<file path="src/rtl/wma_calculator.sv">
// Weighted moving average update with adaptive band thresholds.
// One-cycle latency; every input qualified by in_valid yields one registered result.
module wma_calculator (
    input  logic       clk,
    input  logic       rst,
    input  logic       in_valid,
    input  logic [7:0] x,
    input  logic [7:0] WMA0,
    input  logic [1:0] threshold_select,
    output logic [7:0] T1,
    output logic [7:0] T2,
    output logic [7:0] WMA1,
    output logic       out_valid
);

    logic [7:0]  p;
    logic [15:0] prod;
    logic [7:0]  delta;
    logic [8:0]  sum9;
    logic [7:0]  t1_d;
    logic [7:0]  t2_d;
    logic        in_band;
    logic [9:0]  acc10;
    logic [10:0] acc11;
    logic [7:0]  wma1_d;
    logic        unused_low_bits;

    always_comb begin
        p = 8'd32;
        case (threshold_select)
            2'b00:   p = 8'd32;
            2'b01:   p = 8'd64;
            2'b10:   p = 8'd128;
            default: p = 8'd32;
        endcase
    end

    assign prod  = {8'd0, WMA0} * {8'd0, p};
    assign delta = prod[15:8];

    assign sum9 = {1'b0, WMA0} + {1'b0, delta};
    assign t1_d = (WMA0 >= delta) ? (WMA0 - delta) : 8'd0;
    assign t2_d = sum9[8] ? 8'hFF : sum9[7:0];

    assign in_band = (x >= t1_d) && (x <= t2_d);

    // 3*W as W + 2*W; 7*W as 8*W - W (never negative since 8*W >= W)
    assign acc10 = {2'b00, x} + {2'b00, WMA0} + {1'b0, WMA0, 1'b0};
    assign acc11 = {3'b000, x} + ({WMA0, 3'b000} - {3'b000, WMA0});

    assign wma1_d = in_band ? acc10[9:2] : acc11[10:3];

    assign unused_low_bits = ^{prod[7:0], acc10[1:0], acc11[2:0]};

    always_ff @(posedge clk or posedge rst) begin
        if (rst) begin
            T1        <= 8'd0;
            T2        <= 8'd0;
            WMA1      <= 8'd0;
            out_valid <= 1'b0;
        end else begin
            out_valid <= in_valid;
            if (in_valid) begin
                T1   <= t1_d;
                T2   <= t2_d;
                WMA1 <= wma1_d;
            end
        end
    end

endmodule

</file>
<file path="config.mk">
export PLATFORM = sky130hd
export DESIGN_NAME = wma_calculator
export DESIGN_NICKNAME = d
export VERILOG_FILES = /design/src/rtl/wma_calculator.sv
export SDC_FILE = /design/constraint.sdc
export NUM_CORES = 1
export LEC_CHECK = 0
export BUFFER_PORTS_ARGS = -buffer_cell sky130_fd_sc_hd__buf_2
export CAP_MARGIN = 20
export CORE_UTILIZATION = 40
export CTS_BUF_LIST = sky130_fd_sc_hd__clkbuf_4 sky130_fd_sc_hd__clkbuf_8 sky130_fd_sc_hd__clkbuf_16
export CTS_CLUSTER_DIAMETER = 30
export DETAILED_ROUTE_END_ITERATION = 7
export PLACE_DENSITY = 0.58
export SETUP_SLACK_MARGIN = 0.05
export SLEW_MARGIN = 40
export SYNTH_ARGS = -nofsm -noshare
export SYNTH_HDL_FRONTEND = slang
export SYNTH_SLANG_ARGS = --single-unit
export TNS_END_PERCENT = 1
</file>
<file path="constraint.sdc">
create_clock -name clk -period 2.4 [get_ports clk]
set_input_delay 0.36 -clock clk [delete_from_list [all_inputs] [get_ports clk]]
set_output_delay 0.36 -clock clk [all_outputs]
set_load 0.05 [all_outputs]
</file>
# == Yosys cells after proc, flatten, opt, wreduce, memory -nomap -nowiden ==
# Cells that the tools add are included.
# totals
wordCells,21
output_inout_bits,25
in_bits,21
register_bits,25
# classes
n_lt_le_gt_ge,3
n_reduce_logical,1
n_mux,4
n_addsub,6
mul,1
eq_ne,2
# op_table
op,count
8-bit 2-to-1 mux,3
8-bit by 8-bit adder with 9-bit output,2
8-bit greater-or-equal comparator,2
8-bit by 8-bit multiplier with 16-bit output,1
8-bit case mux with 2 select lines,1
8-bit by 11-bit adder with 11-bit output,1
11-bit by 8-bit subtractor with 11-bit output,1
9-bit by 9-bit adder with 10-bit output,1
8-bit <= comparator,1
8-bit subtractor,1
2-bit by 1-bit equality test with 1-bit output (second input constant),1
2-bit equality test (second input constant),1
1-bit logical AND,1

# == Longest topological paths before layout ==
# depth
depth_word,8
depth_mapped,28
depth_no_buf,26

# == Worst setup path before layout ==
# Ideal clock, no wire load.
# synth_timing
path_kind,input -> register
from,input threshold_select[0]
to,register WMA1[1]
t_required_ns,2.263
cell_stages,22
arrival_ns,5.991
n_path_buf,2
setup_time_ns,0.137
slack_ns,-3.728
cell_sequence,inv_1 -> ha_1 -> and2_1 -> fa_1 -> ha_1 -> ha_1 -> ha_1 -> ha_1 -> fa_1 -> ha_1 -> or4b_1 -> a311oi_1 -> o22ai_1 -> buf_6 -> or2_2 -> ha_1 -> and3_1 -> a221oi_1 -> a211oi_1 -> buf_2 -> mux2i_1 -> a21oi_1
# synth_via
elab_chain_len,8
word_cells_on_any_way,13
cone_classes,add/sub: 2; mul: 1; order compare: 3; eq/ne: 2; mux: 4; reduce/logical: 1
# synth_lines
item,line_no,text
from (decl),9,"input logic [1:0] threshold_select,"
2-bit equality test / 2-bit by 1-bit equality test with 1-bit output (equally long branches),30,case (threshold_select)
8-bit case mux with 2 select lines (*),30,
8-bit by 8-bit multiplier with 16-bit output (*),38,"assign prod = {8'd0, WMA0} * {8'd0, p};"
8-bit subtractor (tied with other cells),42,assign t1_d = (WMA0 >= delta) ? (WMA0 - delta) : 8'd0;
"8-bit 2-to-1 mux, on equally long branches","42, 43",
8-bit greater-or-equal comparator / 8-bit <= comparator (equally long branches),45,assign in_band = (x >= t1_d) && (x <= t2_d);
1-bit logical AND (*),45,
8-bit 2-to-1 mux (*),51,assign wma1_d = in_band ? acc10[9:2] : acc11[10:3];
to (signal assigned),66,WMA1 <= wma1_d;
to (decl),12,"output logic [7:0] WMA1,"
# Every way passes the cells marked *; elsewhere a longest branch is shown, timed or not.
# A chain may end at the register's enable or synchronous reset.

# == Final worst setup path ==
# layout_timing
from,input threshold_select[0]
to,register WMA1[0]
# The elaborated chain is that of the path after synthesis.

==> impl_metrics.csv <==
group,metric,value,unit
timing,setup_slack,-3.294,ns
route,postRouteAntennaNets,0,
route,dr.pass1.iters,4,
clock_tree,clkTransAtPathRegs,0.11,ns
layout,drive_above_1_share,0.4500,
synth,yosys_warnings,0,
global_route,grt_max_degree,32,
critical_path,cp_max_fo,6,
critical_path,reg2reg_setup_slack,1.52,ns
clock_tree,cts.sinks,25,
job,cap_violations,0,
route,routed_via_density,5.197,
critical_path,crit_path_start,"threshold_select[0]",
layout,fin_nets,700,
synth,synthFlopType,"dfrtp_1",
clock_tree,cts_buffers,3,
route,route.detailed.drc,0,
global_route,grt_usage,0.2296,
route,wire_per_inst,15.91,µm
synth,async_reset_ff_frac,1.000,
critical_path,r2r-start,"WMA1[7]",
timing,setup_tns,-56.28,ns
floorplan,design.portCount,46,
timing,clock_skew,0,ns
place,dp.final_hpwl,8.590,mm
synth,seq_area_frac_synth,0.1662,
clock_tree,clk_latency,0.27,ns
route,drt_wl_total,11.00,mm
synth,netlist_area,3765,µm²
clock_tree,cts_max_level,1,
timing,hold_slack,0.1215,ns
global_route,grt_pass1_vias,3822,
route,drt_iter0_drc,93,
pwr,p_per_area,743.2,nW/µm²
timing,rsz0062_at_grt,"true",
place,port_buffers,45,
pwr,p_int,2.169,mW
outcome,status,"finished with violations",
place,placed_area,4971,µm²
critical_path,reg2reg_to,"WMA1[7]",
floorplan,rows,35,
timing,slew_headroom,0.5524,
layout,areaGrowthSynthToFinish,49.92,%
synth,synth_edf_count,0,
synth,synth_nets,545,
layout,most-common-layout-cells,"101 x buf_4, 46 x ha_1, 43 x inv_1, 43 x buf_2, 28 x a21oi_1",
pwr,p_leak,2.733,nW
route,num_vias,3591,
pwr,p_sw,2.026,mW
layout,post_layout_nonfiller_instances,691,
timing,fin_crit_sh,2.372,
clock_tree,root_buffer,"clkbuf_8",
synth,ys_ff_latch,25,
pwr,p_sw_frac,0.4829,
synth,synth_cells,426,
critical_path,crit_end,"WMA1[0]",
timing,fmax,175.6,MHz
place,routabilityCongestion,0.8567,
timing,finalSetupViolCount,24,
pwr,ir_drop,0.3563,mV
global_route,antenna_found_initial,0,
critical_path,crit_type,"in -> reg",
clock_tree,cts_buffer_depth,2,
global_route,grt_pass1_wl,17.83,mm
route,wl_met3,253,µm
layout,n_antenna_cell,0,
critical_path,ff2ff_path_depth,3,
route,met2_length,5.653,mm
place,place_inst,679,
floorplan,die_h,99.02,µm
pwr,p_seq_frac,0.153,
timing,report.final.slew_viol_count,0,
timing,fin_crit,5.694,ns
synth,post_synth_num_cell_types,55,
timing,finalHoldViolCount,0,
pwr,combPwrFrac,0.779,
pwr,clockPowerShare,0.067,
clock_tree,cts_tree,"built",
layout,final_common_cell,"buf_4",
floorplan,die_area,9804,µm²
floorplan,die_w,99.02,µm
floorplan,core_area,9196,µm²
critical_path,cp-end-kind,"register",
critical_path,required,2.58,ns
outcome,violations,"setup timing",
layout,fin_area,5644,µm²
floorplan,start_util,0.4094,
global_route,gr-total-overflow,0,
hold_path,min_path_type,"in -> async",
critical_path,critPathArrivalTime,5.88,ns
route,met1_length,4.701,mm
synth,synth_area_per_cell,8.838,µm²
critical_path,startpoint_type,"input pin",
route,highest_layer,"met4",
timing,worstMarginPinSlew,0.6673,ns
-- metrics by stage --
stage	utilization	total power, mW	worst slack [ns]
final	0.6137	4.195	-3.294
after global routing	0.6137	4.499	-3.472
after CTS	0.5756	3.928	-3.436
after detailed placement	0.5405	3.448	-3.974
after global placement	0.5405	3.383	-3.922
after floorplan	-	2.463	-3.268
-- cell usage after synthesis (all sizes together), types with 2 or more instances --
cell type,n,area (µm²)
o21a,6,45.04
o211ai,2,15.01
fa,23,460.4
and2,14,87.58
nor2b,4,25.02
and3,2,12.51
dfrtp,25,625.6
or2,9,58.81
o22ai,2,12.51
a21o,7,53.80
xor2,6,52.55
ha,75,938.4
nand2b,6,52.55
a311oi,3,26.28
a211oi,2,15.01
nand2,27,101.4
a21oi,37,185.2
xnor2,17,148.9
or3,4,26.28
mux2,2,22.52
nor3,6,30.03
nand3,7,35.03
nor2,31,116.4
nand4,5,31.28
o21bai,4,30.03
clkbuf,5,18.77
a31oi,3,18.77
o21ai,13,68.81
inv,49,183.9
buf,3,27.52
o31ai,5,37.54
mux2i,6,60.06
-- state kept, by name, indices dropped and copies added, names as in the netlist --
signal     cells
T1             8
out_valid      1
T2             8
WMA1           8
-- cell families after synthesis --
| kind of cell | share of synthesized area |
|---|---|
| adders and majority gates | 0.3716 |
| and+or+nand+nor | 0.1668 |
| AOI/OAI and AO/OA | 0.1579 |
| xor gates and xnor gates | 0.05351 |
| buffers and inverters | 0.06215 |
| muxes | 0.02193 |
| DFF | 0.1662 |
-- area by class of cell --
| class | count | area, µm² |
|---|---|---|
| Fill cell | 776 | 3552 |
| Multi-Input combinational cell | 343 | 3497 |
| Timing Repair Buffer | 158 | 1144 |
| Sequential cell | 25 | 625.6 |
| Inverter | 50 | 190.2 |
| Tap cell | 111 | 138.9 |
| Clock buffer | 3 | 41.29 |
| Clock inverter | 1 | 7.507 |
-- how the worst min path moves through the flow --
stage	cells after the start	slack, ns	endpoint
2_1_floorplan	1	0.39	T1[0]
3_3_place_gp	3	0.43	T1[2]
3_5_place_dp	3	0.44	T1[2]
4_1_cts	3	0.13	T1[2]
5_1_grt	3	0.15	T2[4]
6_report	3	0.12	T1[1]
-- critical path: stages --
cell and delay [ns]:
buf_8 0.08, inv_4 0.03, ha_4 0.28, and2_4 0.14, fa_1 0.44, ha_4 0.30
ha_4 0.20, ha_4 0.22, ha_4 0.17, fa_2 0.59, ha_4 0.22, or4b_4 0.50
a311oi_4 0.32, o22ai_4 0.15, buf_6 0.14, or2_4 0.23, ha_4 0.27, and3_4 0.20
nand4_1 0.12, a211oi_2 0.34, buf_4 0.22, mux2i_1 0.08, mux2_2 0.26
-- repair_timing --
item                                    CTS  global route
buffers inserted                          3             5
pin swaps                                28            47
endpoints found under the setup margin   24            24
hold buffers                              0             0
resized for setup                        46            53
-- power by group through the flow --
stage               clock, mW  sequential (mW)  combinational [mW]
finish                  0.282            0.643                3.27
CTS                     0.288            0.645                2.99
detailed placement          0            0.654                2.79
global route            0.300            0.660                3.54
floorplan                   0             1.18                1.28
global placement            0            0.647                2.74
-- metal layers --
layer	global-route usage	vias to the layer above
met3	0.02057	25
met2	0.4255	70
met1	0.2708	1725
li1	-	1771
met4	0.09414	0
met5	0	-
No activity file was read; power rests on OpenSTA's default activity.
